`src/rtl/register_write_arbiter_if.sv`:
```
// rtl/register_write_arbiter_if.sv - requester/arbiter bus bundle for the shared register write arbiter
//
// Signals:
//   req              requester -> arbiter  N    per-requester write request (level)
//   req_data         requester -> arbiter  N*W  requester i data on [i*W +: W]
//   clear_req        requester -> arbiter  1    clear request from the control path
//   ack              arbiter -> requester  N    one-hot, one-cycle write acknowledge
//   clear_ack        arbiter -> requester  1    one-cycle clear acknowledge
//   reg_write_enable arbiter -> register   1    shared register write enable
//   reg_clear        arbiter -> register   1    shared register synchronous clear
//   reg_data         arbiter -> register   W    shared register data input
//   grant_id         arbiter -> observer   GW   index of the last granted requester
//   busy             arbiter -> observer   1    high while the arbiter is in ACK
// Modports: master (requesters / control path), slave (arbiter).

interface register_write_arbiter_if #(
    parameter int W = 4,
    parameter int N = 4
);
    localparam int GW = $clog2(N);

    logic [N-1:0]   req;
    logic [N*W-1:0] req_data;
    logic           clear_req;
    logic [N-1:0]   ack;
    logic           clear_ack;
    logic           reg_write_enable;
    logic           reg_clear;
    logic [W-1:0]   reg_data;
    logic [GW-1:0]  grant_id;
    logic           busy;

    modport master (
        output req, req_data, clear_req,
        input  ack, clear_ack, reg_write_enable, reg_clear, reg_data, grant_id, busy
    );

    modport slave (
        input  req, req_data, clear_req,
        output ack, clear_ack, reg_write_enable, reg_clear, reg_data, grant_id, busy
    );
endinterface

```
`src/rtl/register_write_arbiter.sv`:
```
// rtl/register_write_arbiter.sv - round-robin write arbiter sharing one W-bit register between N requesters
//
// Ports:
//   clk      in  rising-edge clock
//   reset_n  in  asynchronous active-low reset
//   bus      register_write_arbiter_if.slave (requests in; acks, register strobes, grant_id, busy out)
// Build option:
//   REGISTER_WRITE_ARBITER_FIXED_PRIORITY_EN - when defined, the lowest-index request wins and no
//   round-robin pointer exists; clear priority and the FSM are unchanged.

module register_write_arbiter #(
    parameter int W = 4,
    parameter int N = 4
) (
    input  logic                     clk,
    input  logic                     reset_n,
    register_write_arbiter_if.slave  bus
);
    localparam int GW = $clog2(N);

    typedef enum logic {
        ARB = 1'b0,
        ACK = 1'b1
    } state_t;

    state_t          r_state;
    logic [N-1:0]    r_ack;
    logic            r_clear_ack;
    logic            r_reg_write_enable;
    logic            r_reg_clear;
    logic [W-1:0]    r_reg_data;
    logic [GW-1:0]   r_grant_id;
    logic            r_busy;

    state_t          w_state_next;
    logic [N-1:0]    w_ack_next;
    logic            w_clear_ack_next;
    logic            w_reg_write_enable_next;
    logic            w_reg_clear_next;
    logic [W-1:0]    w_reg_data_next;
    logic [GW-1:0]   w_grant_id_next;

    logic            w_found;
    logic [GW-1:0]   w_winner;
    logic [W-1:0]    w_win_data;
    int              w_base;
    int              w_sum;

`ifdef REGISTER_WRITE_ARBITER_FIXED_PRIORITY_EN
    assign w_base = 0;
`else
    logic [GW-1:0]   r_ptr;
    logic [GW-1:0]   w_ptr_next;
    logic [GW-1:0]   w_ptr_inc;

    assign w_base    = int'(r_ptr);
    // Explicit wrap keeps this correct for non-power-of-two N.
    assign w_ptr_inc = (w_winner == GW'(N - 1)) ? '0 : w_winner + 1'b1;
`endif

    // Cyclic search starting at w_base; the first set request seen wins.
    always_comb begin
        w_found    = 1'b0;
        w_winner   = '0;
        w_win_data = '0;
        w_sum      = 0;
        for (int k = 0; k < N; k++) begin
            w_sum = w_base + k;
            if (w_sum >= N) begin
                w_sum = w_sum - N;
            end
            if (!w_found && bus.req[w_sum]) begin
                w_found    = 1'b1;
                w_winner   = GW'(w_sum);
                w_win_data = bus.req_data[w_sum*W +: W];
            end
        end
    end

    always_comb begin
        w_state_next            = r_state;
        w_ack_next              = '0;
        w_clear_ack_next        = 1'b0;
        w_reg_write_enable_next = 1'b0;
        w_reg_clear_next        = 1'b0;
        w_reg_data_next         = r_reg_data;
        w_grant_id_next         = r_grant_id;
`ifndef REGISTER_WRITE_ARBITER_FIXED_PRIORITY_EN
        w_ptr_next              = r_ptr;
`endif
        case (r_state)
            ARB: begin
                // Clear outranks every write and leaves the pointer alone.
                if (bus.clear_req) begin
                    w_reg_clear_next = 1'b1;
                    w_clear_ack_next = 1'b1;
                    w_state_next     = ACK;
                end else if (w_found) begin
                    w_reg_write_enable_next = 1'b1;
                    w_reg_data_next         = w_win_data;
                    w_ack_next[w_winner]    = 1'b1;
                    w_grant_id_next         = w_winner;
`ifndef REGISTER_WRITE_ARBITER_FIXED_PRIORITY_EN
                    w_ptr_next              = w_ptr_inc;
`endif
                    w_state_next            = ACK;
                end
            end
            ACK: begin
                // Requests are ignored here so requesters have a cycle to drop req.
                w_state_next = ARB;
            end
            default: begin
                w_state_next = ARB;
            end
        endcase
    end

    always_ff @(posedge clk or negedge reset_n) begin
        if (!reset_n) begin
            r_state            <= ARB;
            r_ack              <= '0;
            r_clear_ack        <= 1'b0;
            r_reg_write_enable <= 1'b0;
            r_reg_clear        <= 1'b0;
            r_reg_data         <= '0;
            r_grant_id         <= '0;
            r_busy             <= 1'b0;
`ifndef REGISTER_WRITE_ARBITER_FIXED_PRIORITY_EN
            r_ptr              <= '0;
`endif
        end else begin
            r_state            <= w_state_next;
            r_ack              <= w_ack_next;
            r_clear_ack        <= w_clear_ack_next;
            r_reg_write_enable <= w_reg_write_enable_next;
            r_reg_clear        <= w_reg_clear_next;
            r_reg_data         <= w_reg_data_next;
            r_grant_id         <= w_grant_id_next;
            // Registered copy of "next state is ACK" so busy tracks the state with no comb path.
            r_busy             <= (w_state_next == ACK);
`ifndef REGISTER_WRITE_ARBITER_FIXED_PRIORITY_EN
            r_ptr              <= w_ptr_next;
`endif
        end
    end

    assign bus.ack              = r_ack;
    assign bus.clear_ack        = r_clear_ack;
    assign bus.reg_write_enable = r_reg_write_enable;
    assign bus.reg_clear        = r_reg_clear;
    assign bus.reg_data         = r_reg_data;
    assign bus.grant_id         = r_grant_id;
    assign bus.busy             = r_busy;

endmodule
```
`src/flat_wrapper.sv`:
```
// flat-port wrapper written by rule: the top's interface ports become plain ports
module register_write_arbiter_flat 
#(
    parameter int W = 4,
    parameter int N = 4
)
  (clk, reset_n, bus_req, bus_req_data, bus_clear_req, bus_ack, bus_clear_ack, bus_reg_write_enable, bus_reg_clear, bus_reg_data, bus_grant_id, bus_busy);
  register_write_arbiter_if #(.W(W), .N(N)) bus_i ();
  input  logic clk;
  input  logic reset_n;
  input wire logic [$bits(bus_i.req)-1:0] bus_req;
  input wire logic [$bits(bus_i.req_data)-1:0] bus_req_data;
  input wire logic [$bits(bus_i.clear_req)-1:0] bus_clear_req;
  output wire logic [$bits(bus_i.ack)-1:0] bus_ack;
  output wire logic [$bits(bus_i.clear_ack)-1:0] bus_clear_ack;
  output wire logic [$bits(bus_i.reg_write_enable)-1:0] bus_reg_write_enable;
  output wire logic [$bits(bus_i.reg_clear)-1:0] bus_reg_clear;
  output wire logic [$bits(bus_i.reg_data)-1:0] bus_reg_data;
  output wire logic [$bits(bus_i.grant_id)-1:0] bus_grant_id;
  output wire logic [$bits(bus_i.busy)-1:0] bus_busy;
  assign bus_i.req = bus_req;
  assign bus_i.req_data = bus_req_data;
  assign bus_i.clear_req = bus_clear_req;
  assign bus_ack = bus_i.ack;
  assign bus_clear_ack = bus_i.clear_ack;
  assign bus_reg_write_enable = bus_i.reg_write_enable;
  assign bus_reg_clear = bus_i.reg_clear;
  assign bus_reg_data = bus_i.reg_data;
  assign bus_grant_id = bus_i.grant_id;
  assign bus_busy = bus_i.busy;
  register_write_arbiter #(.W(W), .N(N)) u_core (.clk(clk), .reset_n(reset_n), .bus(bus_i));
endmodule
```
`config.mk`:
```
export PLATFORM = sky130hd
export DESIGN_NAME = register_write_arbiter_flat
export DESIGN_NICKNAME = d
export VERILOG_FILES = /design/src/rtl/register_write_arbiter_if.sv /design/src/rtl/register_write_arbiter.sv /design/src/flat_wrapper.sv
export SDC_FILE = /design/constraint.sdc
export NUM_CORES = 1
export LEC_CHECK = 0
export ABC_CLOCK_PERIOD_IN_PS = 7300
export CAP_MARGIN = 20
export CORE_MARGIN = 5
export CORE_UTILIZATION = 43
export DETAILED_ROUTE_END_ITERATION = 16
export PLACE_DENSITY_LB_ADDON = 0.12
export SLEW_MARGIN = 20
export SYNTH_ARGS = -nofsm -noshare
export SYNTH_HDL_FRONTEND = slang
export SYNTH_SLANG_ARGS = --single-unit
```
`constraint.sdc`:
```
create_clock -name clk -period 7.3 [get_ports clk]
set_input_delay 1.095 -clock clk [delete_from_list [all_inputs] [get_ports clk]]
set_output_delay 1.095 -clock clk [all_outputs]
set_load 0.05 [all_outputs]
```
==> reports/results.ini, run 1 <==
[run_status]
outcome = completed

[clocking]
postCtsHoldBufs = 0
cts_sinks = 15
postCtsSetupBuffers = 0
cts_root_buf = sky130_fd_sc_hd__clkbuf_4
clock_latency_ps = 290
cts_tree = yes
ctsLongestPathBuffers = 2
cts_inserted_buffers = 3
h_tree_lvl_count = 1
cts.reportedPaths.clkPinSlew_ps = 100
cts_resized = 0

[layout]
post-route-cell-area_sq_um = 1820
layout.nets = 189
layout.core_utilization_pct = 55.4
synthToLayoutAreaGrowth_pct = 27.2
register_area_sq_um = 375
antennaDiodeCount = 0
multiInputGateArea_sq_um = 957
fillerInstances = 296
drive_above_1_share_pct = 16.5

[critical_path]
timing.critical_path.slowest_cell_delay_ps = 740
critPathRequiredTime_ps = 7520
slowest_stage = sky130_fd_sc_hd__ha_1
critical-path-top-delay-family = adder cells
timing.critical_path.to_type = flop
timing.critical_path.buf_inv = 1
crit_fanout = 12
timing.critical_path.arrival_ps = 3910
timing.critical_path.mode_cell = sky130_fd_sc_hd__ha_1
cp-start-kind = flop
cells_along_the_critical_path = clkinv_1 > ha_1 > mux4_2 > nor2b_1 > nor2_1 > o2bb2ai_1 > ha_1 > o21ai_0
type_of_the_worst_setup_path = flop to flop

[synthesis]
yosysWarningCount = 0
synth_seq_area_share_pct = 26.2
synth_flop_cell = sky130_fd_sc_hd__dfrtp_1
synth_top_area_share_pct = 26.2
yosys.cell_count.top_type = sky130_fd_sc_hd__mux4_2
post_synth_instance_area_sq_um = 1430
synth_common_cells = sky130_fd_sc_hd__mux4_2 (16), sky130_fd_sc_hd__dfrtp_1 (15), sky130_fd_sc_hd__mux2i_1 (9), sky130_fd_sc_hd__and2_1 (8)
synth.distinct_cells = 34
postSynth.asyncResetShare_pct = 100
synth_fp_nets = 157
synthesis.area_per_instance_sq_um = 11.3
synth_largest_area_cell = sky130_fd_sc_hd__dfrtp_1
synthesized_instance_count = 127
synth-edff-count = 0
ys_seq_elements = 15
synthTopCellsByArea = sky130_fd_sc_hd__dfrtp_1 (26%), sky130_fd_sc_hd__mux4_2 (25%), sky130_fd_sc_hd__mux2i_1 (6.3%), sky130_fd_sc_hd__ha_1 (6.1%), sky130_fd_sc_hd__o31ai_1 (3.7%)

[timing]
timing_max_transition_violations_final = 0
max_slew.worst_pin.slew_ps = 660
finalWorstPathRequiredPeriod_ps = 3690
finClkSkew_ps = 17.3
setup-tns-final_ps = 0
setup_viol = 0
finalHoldViolations = 0
rsz0062_at_grt = no
slew_headroom_pct = 55.8
timing.final.crit_share_pct = 50.6
max_freq_mhz = 271

[global_routing]
grt_overflow = 0
via_count_of_the_first_global_routing_pass = 1139
number_of_antenna_violations_at_the_first_check_in_global_routing = 0
largest_net_degree_at_the_start_of_global_routing = 34
first_pass_grt_wire_length_um = 5350
grt_use_met1_pct = 22.1
use_met3_pct = 1.50
grt.total_usage_pct = 15.4
gr-max-usage-layer = met2
grt.met2_usage_pct = 23.7

[drt]
detail_route.vias_per_cell = 5.73
detail_route.wirelength_um = 3150
detail_route.first_pass.iterations = 4
ant_nets = 0
drc_errors = 0
drt-initial-drc-count = 48
route.detailed.wl_per_inst_um = 15.5
via_count = 1169

[power]
ir_worst_vdd_uv = 146
power-per-cell-area_nw_per_um2 = 426
leakage_nw = 0.714

[floorplanning]
fp.dieArea_sq_um = 4580
die_width_um = 67.7
num_io_pins = 37
core_region_area_sq_um = 3280
placementRows = 21
die_h_um = 67.7
start_util_pct = 43.5

[run]
maxCapViolations = 0

[placed_design]
placed_area_sq_um = 1790
hpwl_um = 2470
port-buffer-count = 36
gpl.final_weighted_congestion = 0.843

[worst_hold_path]
worstHoldPathType = flop to flop

worst paths after layout:
path	cells past startpoint	slack, ps	from	end
max	8	3610	u_core.r_ptr[1]	u_core.r_ptr[1]
min	1	480	u_core.r_state	u_core.bus.clear_ack
max reg2reg	8	3610	u_core.r_ptr[1]	u_core.r_ptr[1]
min reg2reg	1	480	u_core.r_state	u_core.bus.clear_ack
max in group asynchronous	1	5660	reset_n	u_core.bus.reg_data[2]
min in group asynchronous	1	1200	reset_n	u_core.bus.ack[2]
metal layers:
layer | share of wire (%) | vias up | wire length, um
met1 | 46 | 570 | 1450
met3 | 5.9 | 2 | 187
met5 | 0 | - | 0
li1 | - | 555 | -
met2 | 47 | 42 | 1500
met4 | 0.54 | 0 | 17
layout make-up:
class | instances | share of cell area [%]
tap | 46 | 3.16
multi-input combinational | 94 | 52.6
clock buffer | 3 | 1.24
sequential | 15 | 20.6
clock inverter | 1 | 0.413
inverter | 8 | 1.72
timing repair buffer | 37 | 20.2
placed cells by master (no fill, tap or decap), types with 4 or more instances in the layout:
cell type and instances:
sky130_fd_sc_hd__mux2i_1 9, sky130_fd_sc_hd__o31ai_1 7, sky130_fd_sc_hd__nor3_1 5, sky130_fd_sc_hd__nand2b_1 5, sky130_fd_sc_hd__clkdlybuf4s50_1 36, sky130_fd_sc_hd__ha_1 7
sky130_fd_sc_hd__mux4_2 16, sky130_fd_sc_hd__and2_1 8, sky130_fd_sc_hd__inv_1 6, sky130_fd_sc_hd__a21oi_1 6, sky130_fd_sc_hd__dfrtp_1 15, sky130_fd_sc_hd__o221ai_1 4
sky130_fd_sc_hd__a221o_1 4
report_power, final:
part / switching [W] / internal [W]
Sequential: 0.0000216 / 0.000112
Combinational: 0.000324 / 0.000268
Clock: 0.0000280 / 0.0000208
sequential cells by signal (all words and copies together) (netlist names):
| register | count |
|---|---|
| u_core.bus.reg_write_enable | 1 |
| u_core.r_state | 1 |
| u_core.r_ptr | 2 |
| u_core.bus.ack | 4 |
| u_core.bus.clear_ack | 1 |
| u_core.bus.reg_data | 4 |
| u_core.bus.grant_id | 2 |
logic make-up after synthesis:
family / synth area share, %
and+or+nand+nor: 13.2
AOI/OAI and AO/OA: 14.7
muxes: 32.3
buffers and inverters: 6.82
DFF: 26.2
adders and majority gates: 6.12
xor gates and xnor gates: 0.613
through the flow:
stage	instances	total power (W)	hold WS [ps]	setup slack (ps)
floorplan	127	0.000609	649	4400
global placement	200	0.000726	449	3820
detailed placement	200	0.000729	473	3630
CTS	204	0.000781	476	3620
global route	204	0.000841	507	3280
finish	204	0.000774	476	3610
Note: power is estimated with default switching activity, not from simulation.
==> inputs of run 2 (changes only) <==
- ABC_CLOCK_PERIOD_IN_PS: 7300 -> 3300
- clock period: 7.3 -> 3.3 ns (I/O delays scaled with it)
==> run 2 against run 1 <==
First-iteration DRC count up 29%. Hold slack worse by 3.4 ps. Sequential power up 120%. Count of clock-buffer cells in the layout up 1. Clock power up 110%. Setup slack worse by 3100 ps. Combinational power up 130%. Via count up 2.3%. Sequential cell count unchanged. Global-route usage up 0.75 points. Power up 130%. Sequential share of layout area down 0.21 points. Critical endpoint unchanged.
==> reports/results.ini, run 2 (synthesized netlist as in run 1, its figures left out) <==
[run_status]
outcome = completed

[floorplanning]
die_width_um = 67.7  ; unchanged
placementRows = 21  ; unchanged
core_region_area_sq_um = 3280  ; unchanged
num_io_pins = 37  ; unchanged
start_util_pct = 43.5  ; unchanged
fp.dieArea_sq_um = 4580  ; unchanged
die_h_um = 67.7  ; unchanged

[power]
ir_worst_vdd_uv = 347  ; +140%
total_power_w = 0.00175  ; +130%
leakage_nw = 0.730  ; +2.2%
power-per-cell-area_nw_per_um2 = 950  ; +120%

[layout]
antennaDiodeCount = 0  ; unchanged
layout.nets = 192  ; +1.6%
synthToLayoutAreaGrowth_pct = 28.5
drive_above_1_share_pct = 17.4  ; +0.94 points
layout.cells.most_common = sky130_fd_sc_hd__clkdlybuf4s50_1
final_cell_mix = sky130_fd_sc_hd__clkdlybuf4s50_1 (36), sky130_fd_sc_hd__mux4_2 (16), sky130_fd_sc_hd__dfrtp_1 (15), sky130_fd_sc_hd__mux2i_1 (9), sky130_fd_sc_hd__and2_1 (8)
fillerInstances = 302  ; +2.0%

[global_routing]
first_pass_grt_wire_length_um = 5680  ; +6.1%
grt.total_usage_pct = 16.1  ; +0.75 points
via_count_of_the_first_global_routing_pass = 1171  ; +2.8%
largest_net_degree_at_the_start_of_global_routing = 33  ; -2.9%
number_of_antenna_violations_at_the_first_check_in_global_routing = 0  ; unchanged
grt_overflow = 0  ; unchanged

[clocking]
cts_inserted_buffers = 3  ; unchanged
cts_root_buf = sky130_fd_sc_hd__clkbuf_4
cts_tree = yes
cts.reportedPaths.clkPinSlew_ps = 80  ; -20 ps
h_tree_lvl_count = 1  ; unchanged
ctsLongestPathBuffers = 2  ; unchanged
cts_sinks = 15  ; unchanged
cts_resized = 0  ; unchanged
postCtsSetupBuffers = 0  ; unchanged
postCtsHoldBufs = 0  ; unchanged
clock_latency_ps = 280  ; about the same

[critical_path]
cp-start-kind = flop
cells_along_the_critical_path = clkinv_1 > ha_1 > mux4_2 > nor2b_1 > nor2_1 > o2bb2ai_1 > ha_1 > o21ai_0
critPathRequiredTime_ps = 3500  ; -4020 ps
timing.critical_path.arrival_ps = 2990  ; -920 ps
timing.critical_path.mode_cell = sky130_fd_sc_hd__ha_1
type_of_the_worst_setup_path = flop to flop
timing.critical_path.slowest_cell_delay_ps = 600  ; -140 ps
slowest_stage = sky130_fd_sc_hd__dfrtp_1
crit_fanout = 10  ; -2
timing.critical_path.to_type = flop

[drt]
detail_route.vias_per_cell = 5.78  ; +0.83%
detail_route.wirelength_um = 3270  ; +3.7%
drt-initial-drc-count = 62  ; +29%
detail_route.first_pass.iterations = 4  ; unchanged
drc_errors = 0  ; unchanged
route.detailed.wl_per_inst_um = 15.8  ; +2.2%
via_count = 1196  ; +2.3%
ant_nets = 0  ; unchanged

[timing]
timing_max_transition_violations_final = 0  ; unchanged
slew_headroom_pct = 56.4  ; +0.55 points
finalHoldViolations = 0  ; unchanged
max_freq_mhz = 358  ; +32%
timing.final.crit_share_pct = 84.5  ; +34 points
rsz0062_at_grt = no
max_slew.worst_pin.slew_ps = 652  ; -8.23 ps
finClkSkew_ps = 4.41  ; -12.9 ps
finalWorstPathRequiredPeriod_ps = 2790  ; -905 ps
setup-tns-final_ps = 0  ; unchanged
setup_viol = 0  ; unchanged

[placed_design]
gpl.final_weighted_congestion = 0.856  ; +1.5%
hpwl_um = 2550  ; +3.0%
port-buffer-count = 36  ; unchanged

[run]
maxCapViolations = 0  ; unchanged

[worst_hold_path]
worstHoldPathType = flop to flop

-- run 2: cell count changes in the layout (fill, tap and decap cells not counted), sizes merged --
cell / previous run / this run
clkinvlp: 1 / 0
clkbuf: 3 / 4
buf: 1 / 4
-- run 2: power by group --
| group | internal (W) | switching [W] |
|---|---|---|
| Combinational | 0.000621 | 0.000725 |
| Clock | 0.0000469 | 0.0000548 |
| Sequential | 0.000248 | 0.0000499 |
| Total | 0.000915 | 0.000830 |
-- run 2: stage by stage --
step / setup WS [ps] / instances / hold WS, ps / utilization, % / area (sq um)
floorplan: 396 / 127 / 199 / - / 1430
global placement: 638 / 203 / 450 / 55.2 / 1810
detailed placement: 511 / 203 / 460 / 55.2 / 1810
CTS: 505 / 207 / 475 / 56.0 / 1840
global route: 351 / 207 / 517 / 56.0 / 1840
finish: 511 / 207 / 473 / 56.0 / 1840
-- run 2: path summary, 6_finish.rpt --
| kind | start | end | slack (ps) | cells past startpoint |
|---|---|---|---|---|
| worst max-delay path | u_core.r_ptr[1] | u_core.r_ptr[1] | 510 | 8 |
| worst min-delay path | u_core.r_state | u_core.r_state | 470 | 1 |
| worst max register to register | u_core.r_ptr[1] | u_core.r_ptr[1] | 510 | 8 |
| worst min register to register | u_core.r_state | u_core.r_state | 470 | 1 |
| max in group asynchronous | reset_n | u_core.bus.reg_data[0] | 2270 | 1 |
| min in group asynchronous | reset_n | u_core.bus.ack[0] | 610 | 1 |
-- run 2: layer usage --
metal / vias up / share of wire (%) / global-route usage, %
li1: 565 / - / -
met1: 593 / 48 / 23.6
met2: 36 / 48 / 24.8
met3: 2 / 3.8 / 1.66
met4: 0 / 0.43 / 5.32
met5: - / 0 / 0
-- run 2: layout make-up --
type	count	area, sq um	area share, %
Tap cell	46	57.6	3.13
Multi-Input combinational cell	94	957	52.1
Inverter	8	31.3	1.70
Sequential cell	15	375	20.4
Timing Repair Buffer	40	390	21.2
Clock buffer	4	26.3	1.43
-- run 2: worst max-delay path, delay by kind of cell, from the launching register on --
kind / cells / cell delay [ps]
adder cells (fa/ha/maj): 2 / 630
flip-flops: 1 / 600
multiplexers: 1 / 570
AO/OA/AOI/OAI: 2 / 460
AND/OR/NAND/NOR: 2 / 270
buffers and inverters: 1 / 170
==> inputs of run 3 (changes only) <==
- ABC_CLOCK_PERIOD_IN_PS: 3300 -> 2750
- clock period: 3.3 -> 2.75 ns (I/O delays scaled with it)
==> run 3 against run 2 <==
Register-to-register slack worse by 160 ps. Fmax up 16%. First-iteration DRC count is 3.2% lower. Critical path type unchanged. Largest power group unchanged. Die area unchanged. Via count is the same. Sequential cell count unchanged.
==> reports/results.ini, run 3 (synthesized netlist as in run 1, its figures left out) <==
[run_status]
outcome = completed

[critical_path]
timing.reg2reg.setup_slack_ps = 350  ; -160 ps
crit_start = u_core.r_ptr[0]
type_of_the_worst_setup_path = flop to flop
critPathRequiredTime_ps = 2950  ; -550 ps
cells_along_the_critical_path = inv_1 > ha_1 > mux4_2 > nor2b_4 > nor2_1 > o2bb2ai_2 > ha_1 > o21ai_0
timing.critical_path.to_type = flop
timing.critical_path.mode_cell = sky130_fd_sc_hd__ha_1
crit_fanout = 7  ; -3
timing.critical_path.slowest_cell_delay_ps = 590  ; about the same
timing.critical_path.buf_inv = 1  ; unchanged
timing.critical_path.arrival_ps = 2590  ; -400 ps
slowest_stage = sky130_fd_sc_hd__mux4_2
worstReg2RegStart = u_core.r_ptr[0]
critical-path-top-delay-family = adder cells
cp-start-kind = flop

[power]
leakage_nw = 0.751  ; +2.8%
cellInternalPower_w = 0.00112  ; +23%
comb_power_share_pct = 78.6  ; +1.5 points
total_power_w = 0.00213  ; +22%
seq_power_share_pct = 15.8  ; -1.3 points
power-per-cell-area_nw_per_um2 = 1140  ; +20%
sw_frac_of_total_pct = 47.2  ; -0.32 points
power_frac_clock_pct = 5.6  ; -0.2 points
ir_worst_vdd_uv = 487  ; +40%
switch_pwr_w = 0.00101  ; +21%

[floorplanning]
die_h_um = 67.7  ; unchanged
num_io_pins = 37  ; unchanged
fp.dieArea_sq_um = 4580  ; unchanged
start_util_pct = 43.5  ; unchanged
die_width_um = 67.7  ; unchanged
core_region_area_sq_um = 3280  ; unchanged
placementRows = 21  ; unchanged

[drt]
detail_route.vias_per_cell = 5.70  ; -1.4%
detail_route.first_pass.iterations = 4  ; unchanged
drt-initial-drc-count = 60  ; -3.2%
ant_nets = 0  ; unchanged
route.detailed.wl_per_inst_um = 15.3  ; -3.1%
detail_route.wirelength_um = 3210  ; -1.7%
drc_errors = 0  ; unchanged
via_count = 1196  ; unchanged

[placed_design]
gpl.final_weighted_congestion = 0.822  ; -3.9%
port-buffer-count = 36  ; unchanged
hpwl_um = 2620  ; +2.7%

[clocking]
cts_tree = yes
cts_root_buf = sky130_fd_sc_hd__clkbuf_4
clock_latency_ps = 270  ; about the same
h_tree_lvl_count = 1  ; unchanged
cts_sinks = 15  ; unchanged
cts.reportedPaths.clkPinSlew_ps = 80  ; about the same
postCtsSetupBuffers = 0  ; unchanged
cts_resized = 0  ; unchanged
ctsLongestPathBuffers = 2  ; unchanged
postCtsHoldBufs = 0  ; unchanged
cts_inserted_buffers = 3  ; unchanged

[timing]
timing.final.crit_share_pct = 87.2  ; +2.7 points
timing_max_transition_violations_final = 0  ; unchanged
finalWorstPathRequiredPeriod_ps = 2400  ; -391 ps
rsz0062_at_grt = no
setup_viol = 0  ; unchanged
max_freq_mhz = 417  ; +16%
max_slew.worst_pin.slew_ps = 641  ; -11.2 ps
slew_headroom_pct = 57.1  ; +0.75 points
finalHoldViolations = 0  ; unchanged
timing.hold.ws_ps = 474  ; +0.865 ps
finClkSkew_ps = 0.892  ; -3.52 ps

[global_routing]
grt.total_usage_pct = 15.5  ; -0.66 points
number_of_antenna_violations_at_the_first_check_in_global_routing = 0  ; unchanged
largest_net_degree_at_the_start_of_global_routing = 27  ; -18%
first_pass_grt_wire_length_um = 5460  ; -3.9%
via_count_of_the_first_global_routing_pass = 1201  ; +2.6%
grt_overflow = 0  ; unchanged

[layout]
layout.cells.most_common = sky130_fd_sc_hd__clkdlybuf4s50_1
register_area_sq_um = 375  ; unchanged
antennaDiodeCount = 0  ; unchanged
final_cell_mix = sky130_fd_sc_hd__clkdlybuf4s50_1 (36), sky130_fd_sc_hd__mux4_2 (16), sky130_fd_sc_hd__dfrtp_1 (15), sky130_fd_sc_hd__mux2i_1 (9), sky130_fd_sc_hd__and2_1 (8)
multiInputGateArea_sq_um = 971  ; +1.4%
layout.core_utilization_pct = 57.1  ; +1.1 points
drive_above_1_share_pct = 20.1  ; +2.7 points
fillerInstances = 285  ; -5.6%
synthToLayoutAreaGrowth_pct = 31.1
layout.nets = 195  ; +1.6%

[worst_hold_path]
worstHoldPathType = flop to flop
hold_path_startpoint = u_core.r_state

[run]
maxCapViolations = 0  ; unchanged

run 3: cell count changes in the layout (fill, tap and decap cells not counted):
cell / delta
sky130_fd_sc_hd__o2bb2ai_2: +1
sky130_fd_sc_hd__o2bb2ai_1: -1
sky130_fd_sc_hd__nor2b_4: +1
sky130_fd_sc_hd__buf_4: +3
sky130_fd_sc_hd__nor2b_1: -1
run 3: routing by layer:
| metal | vias up | routed length [um] | part of all wire [%] | GRT usage (%) |
|---|---|---|---|---|
| li1 | 570 | - | - | - |
| met1 | 585 | 1390 | 43 | 21.0 |
| met2 | 37 | 1630 | 51 | 26.0 |
| met3 | 4 | 156 | 4.9 | 1.16 |
| met4 | 0 | 38 | 1.2 | 5.06 |
| met5 | - | 0 | 0 | 0 |
run 3: area by class of cell:
type | count | area share [%]
multi-input cells | 94 | 51.8
repair buffers | 43 | 22.0
flip-flops and latches | 15 | 20.0
inverters | 8 | 1.67
well taps | 46 | 3.07
clock buffers | 4 | 1.40
run 3: final timing paths:
check | to | depth (start not counted)
setup / recovery | u_core.r_ptr[1] | 8
hold / removal | u_core.bus.clear_ack | 1
setup reg to reg | u_core.r_ptr[1] | 8
hold reg to reg | u_core.bus.clear_ack | 1
max in group asynchronous | u_core.bus.reg_data[2] | 1
min in group asynchronous | u_core.bus.grant_id[1] | 1
run 3: power groups by stage:
stage / clock network [W] / registers, W / logic [W]
4_1_cts: 0.000120 / 0.000339 / 0.00170
3_3_place_gp: 0 / 0.000340 / 0.00167
5_1_grt: 0.000129 / 0.000348 / 0.00183
3_5_place_dp: 0 / 0.000342 / 0.00170
2_1_floorplan: 0 / 0.000553 / 0.00110
6_report: 0.000119 / 0.000338 / 0.00167
run 3: metrics by stage:
| stage | setup slack [ps] | TNS [ps] | cell area [sq um] | instances |
|---|---|---|---|---|
| after floorplan | -0.590 | -1.16 | 1450 | 127 |
| after global placement | 155 | 0 | 1850 | 206 |
| after detailed placement | 60.4 | 0 | 1850 | 206 |
| after CTS | 319 | 0 | 1870 | 210 |
| after global routing | 146 | 0 | 1870 | 210 |
| final | 352 | 0 | 1870 | 210 |
